$ cat src/rtl/counter_pkg.sv
// -----------------------------------------------------------------------------
// counter_pkg
// Purpose : Types and helpers shared by the down_counter block.
// Contents: state_t - control FSM encoding (IDLE=0, RUN=1, DONE=2, 2 bits)
//           is_one  - detects the last count before the terminal value.
// -----------------------------------------------------------------------------
package counter_pkg;

  typedef enum logic [1:0] {
    ST_IDLE = 2'd0,
    ST_RUN  = 2'd1,
    ST_DONE = 2'd2
  } state_t;

  // The terminal decision happens one step early: q==1 is the last value the
  // counter shows before reaching 0 (or before reloading).
  function automatic logic is_one(input logic [31:0] value, input int width);
    logic [31:0] mask;
    mask = (width >= 32) ? '1 : ((32'd1 << width) - 32'd1);
    return (value & mask) == 32'd1;
  endfunction

endpackage

$ cat src/rtl/down_counter_core.sv
// -----------------------------------------------------------------------------
// down_counter_core
// Purpose : Loadable, decrementing count register. All bits update together on
//           the falling edge of clk; no bit is clocked by another bit.
// Ports   : clk    - clock (state changes on negedge)
//           reset  - synchronous active-high clear
//           i_wr   - write i_din into the register (priority over i_dec)
//           i_din  - value written when i_wr=1
//           i_dec  - decrement by one
//           o_q    - registered count
// -----------------------------------------------------------------------------
module down_counter_core #(
  parameter int WIDTH = 4
) (
  input  logic             clk,
  input  logic             reset,
  input  logic             i_wr,
  input  logic [WIDTH-1:0] i_din,
  input  logic             i_dec,
  output logic [WIDTH-1:0] o_q
);

  logic [WIDTH-1:0] r_q;

  // NOTE: sequential state uses non-blocking (<=) so every register samples
  // pre-edge values; blocking here would create order-dependent simulation.
  always_ff @(negedge clk) begin
    if (reset) begin
      r_q <= '0;
    end else if (i_wr) begin
      r_q <= i_din;
    end else if (i_dec) begin
      r_q <= r_q - WIDTH'(1);
    end
  end

  assign o_q = r_q;

endmodule

$ cat src/rtl/down_counter.sv
// -----------------------------------------------------------------------------
// down_counter
// Purpose : Loadable down counter with IDLE/RUN/DONE control, optional
//           auto-reload on terminal count and a registered one-cycle tc pulse.
// Params  : WIDTH       - counter width in bits
//           AUTO_RELOAD - 1: reload the last loaded value when the count ends
// Ports   : clk      - clock, all state changes on the falling edge
//           reset    - synchronous active-high reset
//           load     - load load_val (priority over en in every state)
//           load_val - start value, sampled only when load=1
//           en       - count enable (ignored outside RUN)
//           q        - registered count
//           tc       - registered terminal-count pulse
//           busy     - state is RUN
//           done     - state is DONE
// -----------------------------------------------------------------------------
module down_counter
  import counter_pkg::*;
#(
  parameter int WIDTH       = 4,
  parameter bit AUTO_RELOAD = 1'b0
) (
  input  logic             clk,
  input  logic             reset,
  input  logic             load,
  input  logic [WIDTH-1:0] load_val,
  input  logic             en,
  output logic [WIDTH-1:0] q,
  output logic             tc,
  output logic             busy,
  output logic             done
);

  state_t           r_state;
  logic             r_tc;
  logic [WIDTH-1:0] r_reload;

  logic [WIDTH-1:0] w_q;
  logic             w_at_one;
  logic             w_step;
  logic             w_reload;
  logic             w_core_wr;
  logic [WIDTH-1:0] w_core_din;
  logic             w_core_dec;

  assign w_at_one = is_one(32'(w_q), WIDTH);
  assign w_step   = (r_state == ST_RUN) && en;

  // Auto-reload replaces the 1 -> 0 step so q never shows 0 while running.
  assign w_reload   = w_step && w_at_one && AUTO_RELOAD;
  assign w_core_wr  = load || w_reload;
  assign w_core_din = load ? load_val : r_reload;
  assign w_core_dec = w_step && !w_reload;

  down_counter_core #(
    .WIDTH (WIDTH)
  ) u_core (
    .clk   (clk),
    .reset (reset),
    .i_wr  (w_core_wr),
    .i_din (w_core_din),
    .i_dec (w_core_dec),
    .o_q   (w_q)
  );

  always_ff @(negedge clk) begin
    if (reset) begin
      r_state  <= ST_IDLE;
      r_tc     <= 1'b0;
      r_reload <= '0;
    end else if (load) begin
      // A load also wins over a coinciding terminal count: no tc pulse.
      r_reload <= load_val;
      r_tc     <= 1'b0;
      r_state  <= (load_val != '0) ? ST_RUN : ST_DONE;
    end else begin
      case (r_state)
        ST_IDLE: begin
          r_tc <= r_tc;
        end
        ST_RUN: begin
          if (w_step && w_at_one) begin
            r_tc    <= 1'b1;
            r_state <= AUTO_RELOAD ? ST_RUN : ST_DONE;
          end else begin
            r_tc <= 1'b0;
          end
        end
        ST_DONE: begin
          r_tc <= 1'b0;
        end
        default: begin
          r_tc    <= 1'b0;
          r_state <= ST_IDLE;
        end
      endcase
    end
  end

  assign q    = w_q;
  assign tc   = r_tc;
  assign busy = (r_state == ST_RUN);
  assign done = (r_state == ST_DONE);

endmodule

$ cat config.mk
export PLATFORM = sky130hd
export DESIGN_NAME = down_counter
export DESIGN_NICKNAME = d
export VERILOG_FILES = /design/src/rtl/counter_pkg.sv /design/src/rtl/down_counter_core.sv /design/src/rtl/down_counter.sv
export SDC_FILE = /design/constraint.sdc
export NUM_CORES = 1
export LEC_CHECK = 0
export ABC_AREA = 1
export BUFFER_PORTS_ARGS = -buffer_cell sky130_fd_sc_hd__buf_2
export CORE_AREA = 2 2 39 41
export CTS_CLUSTER_DIAMETER = 30
export DETAILED_ROUTE_END_ITERATION = 12
export DIE_AREA = 0 0 41 43
export PLACE_DENSITY_LB_ADDON = 0.25
export SETUP_SLACK_MARGIN = 0.3
export SYNTH_ARGS = -nofsm -noshare
export SYNTH_HDL_FRONTEND = slang
export SYNTH_SLANG_ARGS = --single-unit
$ cat constraint.sdc
create_clock -name clk -period 3.15 [get_ports clk]
set_input_delay 0.315 -clock clk [delete_from_list [all_inputs] [get_ports clk]]
set_output_delay 0.315 -clock clk [all_outputs]
set_load 0.02 [all_outputs]
==> After elaboration in Yosys (flattened, before gate mapping) <==
Index checks and enable logic that the tools add are counted.
{ "op_classes": {"add_sub_neg": 1, "multipliers": 0, "div_mod_pow": 0, "magnitude_cmp": 0, "eq_ne": 5, "shifts": 0, "mux": 8, "n_bitwise": 0, "n_reduce_logical": 8} }
{ "ops": {"columns": ["cell", "n"], "rows": [
  ["$mux 4", 2],
  ["$mux 2", 3],
  ["$eq 4x1->1 const B", 1],
  ["$pmux 2 s2", 1],
  ["$reduce_bool 4->1", 1],
  ["$reduce_or 2->1", 2],
  ["$sub 4x1->4 const B", 1],
  ["$ne 3x2->1 const B", 1],
  ["$eq 2x1->1 const B", 1],
  ["$eq 2x2->1 const B", 1],
  ["$logic_and 1x1->1", 2],
  ["$logic_not 2->1", 1],
  ["$ne 2x1->1 const B", 1],
  ["$pmux 1 s2", 1],
  ["$reduce_and 2->1", 1],
  ["$reduce_bool 2->1", 1],
  ["$mux 1", 1]
]} }
{ "word_totals": {"ff_bits": 7, "latchBits": 0, "ram_bits": 0, "romBits": 0, "inputBits": 8, "output_inout_bits": 7, "memories": 0} }

==> Longest topological paths before layout <==
{ "depth": {"depth_word": 6, "depth_mapped": 8} }

==> Hierarchy <==
A second synthesis with hierarchy kept.
{ "hier_totals": {"cells_unflattened": 89, "area_unflattened_um2": 590.6} }
{ "modules_own_cells": {"columns": ["module", "n_inst", "cells_each", "area_each_um2", "seq_area_each_um2"], "rows": [
  ["down_counter", 1, 53, 357.8, 140.1],
  ["down_counter_core", 1, 36, 232.7, 80.1]
]} }

==> impl_metrics.csv <==
group,metric,value,unit
setup_path,crit-reg2reg-launch,"u_core.o_q[0]$_SDFFE_NP0P_",
sta,setup_viol,0,
drt,wire_per_inst,8.44,um
setup_path,startpoint_type,"register",
drt,wl_met3,31,um
die,rows,14,
grt,antenna_found_initial,0,
placement,io_buffers,14,
setup_path,timing.critical_path.required,2830,ps
power_and_ir_drop,vdd_ir_drop_max,243,uV
placement,gp_congestion,0.748,
sta,finalHoldViolations,0,
sta,drv_slew,0,
setup_path,cp_max_fo,3,
power_and_ir_drop,power.total,0.000274,W
sta,rsz0062_at_grt,"true",
logic_synthesis,synth_fa_ha_area_share,5.76,%
clocking,cts_htree_levels,1,
placement,dp_hpwl,722,um
die,ioPinCount,15,
hold_path,min_path_cells,2,
die,coreArea,1380,um2
drt,route.met2.wl,419,um
clocking,cts_made_buffers,3,
logic_synthesis,synth-simple-area-share,38.3,%
drt,topRoutingLayerUsed,"met3",
hold_path,min_from,"tc$_SDFFE_NP0P_",
final_layout,final_nets,101,
final_layout,diodes,0,
logic_synthesis,synthCells,66,
clocking,clk_pin_slew,30,ps
sta,finalSetupTns,0,ps
drt,first_iter_violations,5,
setup_path,path_delay_family,"flip-flops",
grt,grt_max_degree,9,
power_and_ir_drop,p_leak,0.323,nW
final_layout,area_delta_synth_final,40.1,%
drt,postRouteAntennaNets,0,
clocking,clk_latency,310,ps
logic_synthesis,yosysSeqAreaShare,32.3,%
sta,worstMarginPinSlew,192,ps
hold_path,hold_path.class,"reg -> reg",
logic_synthesis,synthMuxAreaShare,0,%
logic_synthesis,yosys_register_bits,7,
logic_synthesis,yosysTopAreaCell,"dfxtp_1",
final_layout,drive_gt1_share,36.7,%
clocking,root_buffer,"clkbuf_4",
clocking,cts_buffer_depth,2,
job,max_cap_viol_count,0,
setup_path,critPathKind,"reg -> out",
drt,via_count,445,
logic_synthesis,yosysTopAreaCellShare,32.3,%
logic_synthesis,syn_area_per_cell,6.58,um2
setup_path,cp.arrival,2500,ps
drt,via_per_inst,4.20,
setup_path,worstSetupEndpointType,"output port",
grt,grt.overflow.total,0,
sta,max_slew_margin,87.1,%
drt,first_pass_iters,4,
clocking,tritoncts,"yes",
setup_path,cpPeakStageDelay,340,ps
grt,first_global_vias,406,
logic_synthesis,synth-compound-area-share,11.2,%
die,start_util,31.4,%
clocking,hold_buffers,0,
setup_path,path_cells,"inv_4, nand2_4, inv_2, buf_6",
sta,clock-skew-final,4.42,ps
setup_path,startpoint,"r_state[1]$_SDFFE_NP0P_",
setup_path,reg2regPathDepth,5,
logic_synthesis,synth.distinct_cells,19,
logic_synthesis,yosys.area_share.xor_xnor,0,%
drt,drt_drc_violations_left,0,
logic_synthesis,synth_area,434,um2
setup_path,crit_buf_inv,3,
logic_synthesis,syn_nets,76,
logic_synthesis,ys_warn_count,0,
logic_synthesis,synth_area_leaders,"dfxtp_1 32%, nand2_1 16%, inv_1 6.9%",
logic_synthesis,synth_top_family_by_area,"simple AND/OR/NAND/NOR gates",
run_status,status,"finished, final reports clean",
die,die-area,1760,um2
grt,grt_pass1_wl,1.57,mm
power_and_ir_drop,power.density,450,nW/um2
clocking,clock-sinks,7,
setup_path,worst-path-stages,4,
die,fp.dieW,41,um
grt,grt_use_total,12.8,%
final_layout,fill_cells,158,
drt,totalWireLength,895,um
drt,wirelength_met1,444,um
die,die_h,43,um
setup_path,cp_slowest_cell,"dfxtp_2",
-- cells in the mapped netlist, drive strengths merged --
cell	n
ha	2
nor2	7
nand2	21
buf	1
inv	12
a211oi	1
o21ai	1
dfxtp	7
a21oi	4
nand4	1
clkinv	1
nand3	6
a31oi	2
-- state kept, by name (all words and copies together) (netlist names) --
register,flops
r_state,2
tc,1
u_core.o_q,4
-- layer usage --
layer | track usage, % | vias up
met4 | 7.33 | 0
met5 | 0 | -
li1 | - | 253
met3 | 4.19 | 0
met1 | 18.8 | 184
met2 | 15.6 | 8
-- cell usage in the layout, fill, tap and decap left out, types with 3 or more instances in the layout --
cell,instances
dfxtp_1,5
inv_1,15
nor2_1,3
a21oi_1,3
nand3_1,5
clkbuf_4,3
buf_2,12
inv_2,3
nand2_1,18
-- area by class of cell --
cell class                      count  area, um2  share of cell area, %
Clock buffer                        3       22.5                   3.70
Clock inverter                      8       30.0                   4.94
Inverter                           12       47.5                   7.82
Multi-Input combinational cell     45        253                   41.6
Sequential cell                     7        145                   23.9
Tap cell                           16       20.0                   3.29
Timing Repair Buffer               15       90.1                   14.8
-- stage by stage --
stage | cells | util, % | area (um2) | worst slack, ps | hold slack, ps
2_1_floorplan | 66 | - | 434 | 584 | 514
3_3_place_gp | 95 | 37.5 | 519 | 521 | 485
3_5_place_dp | 95 | 37.5 | 519 | 527 | 475
4_1_cts | 105 | 42.1 | 583 | 307 | 481
5_1_grt | 106 | 43.9 | 608 | 292 | 500
6_report | 106 | 43.9 | 608 | 336 | 472
-- path summary, 6_finish.rpt --
path / endpoint / slack (ps)
setup / recovery: busy / 340
hold / removal: tc$_SDFFE_NP0P_ / 470
hold reg to reg: tc$_SDFFE_NP0P_ / 470
setup reg to reg: u_core.o_q[1]$_SDFFE_NP0P_ / 2020
-- where the power goes --
part	switching, W	leakage, nW	internal (W)
Sequential	0.00000581	0.0586	0.0000954
Combinational	0.0000373	0.208	0.0000250
Clock	0.0000533	0.0564	0.0000570
-- worst min-delay path, stage by stage (launching register included) --
cell and delay, ps:
dfxtp_1 290, nand2_1 60, a211oi_1 60
-- cells by family after synthesis --
family | Yosys count
AND/OR/NAND/NOR | 35
buffers and inverters | 14
AO/OA/AOI/OAI | 8
flip-flops | 7
adder cells (fa/ha/maj) | 2
-- timing repair --
item	in CTS	in global routing
gates resized for setup	6	5
setup buffers	0	1
endpoints found under the setup margin	2	2
pin swaps	0	2
Power figures use the tool's default switching activity.
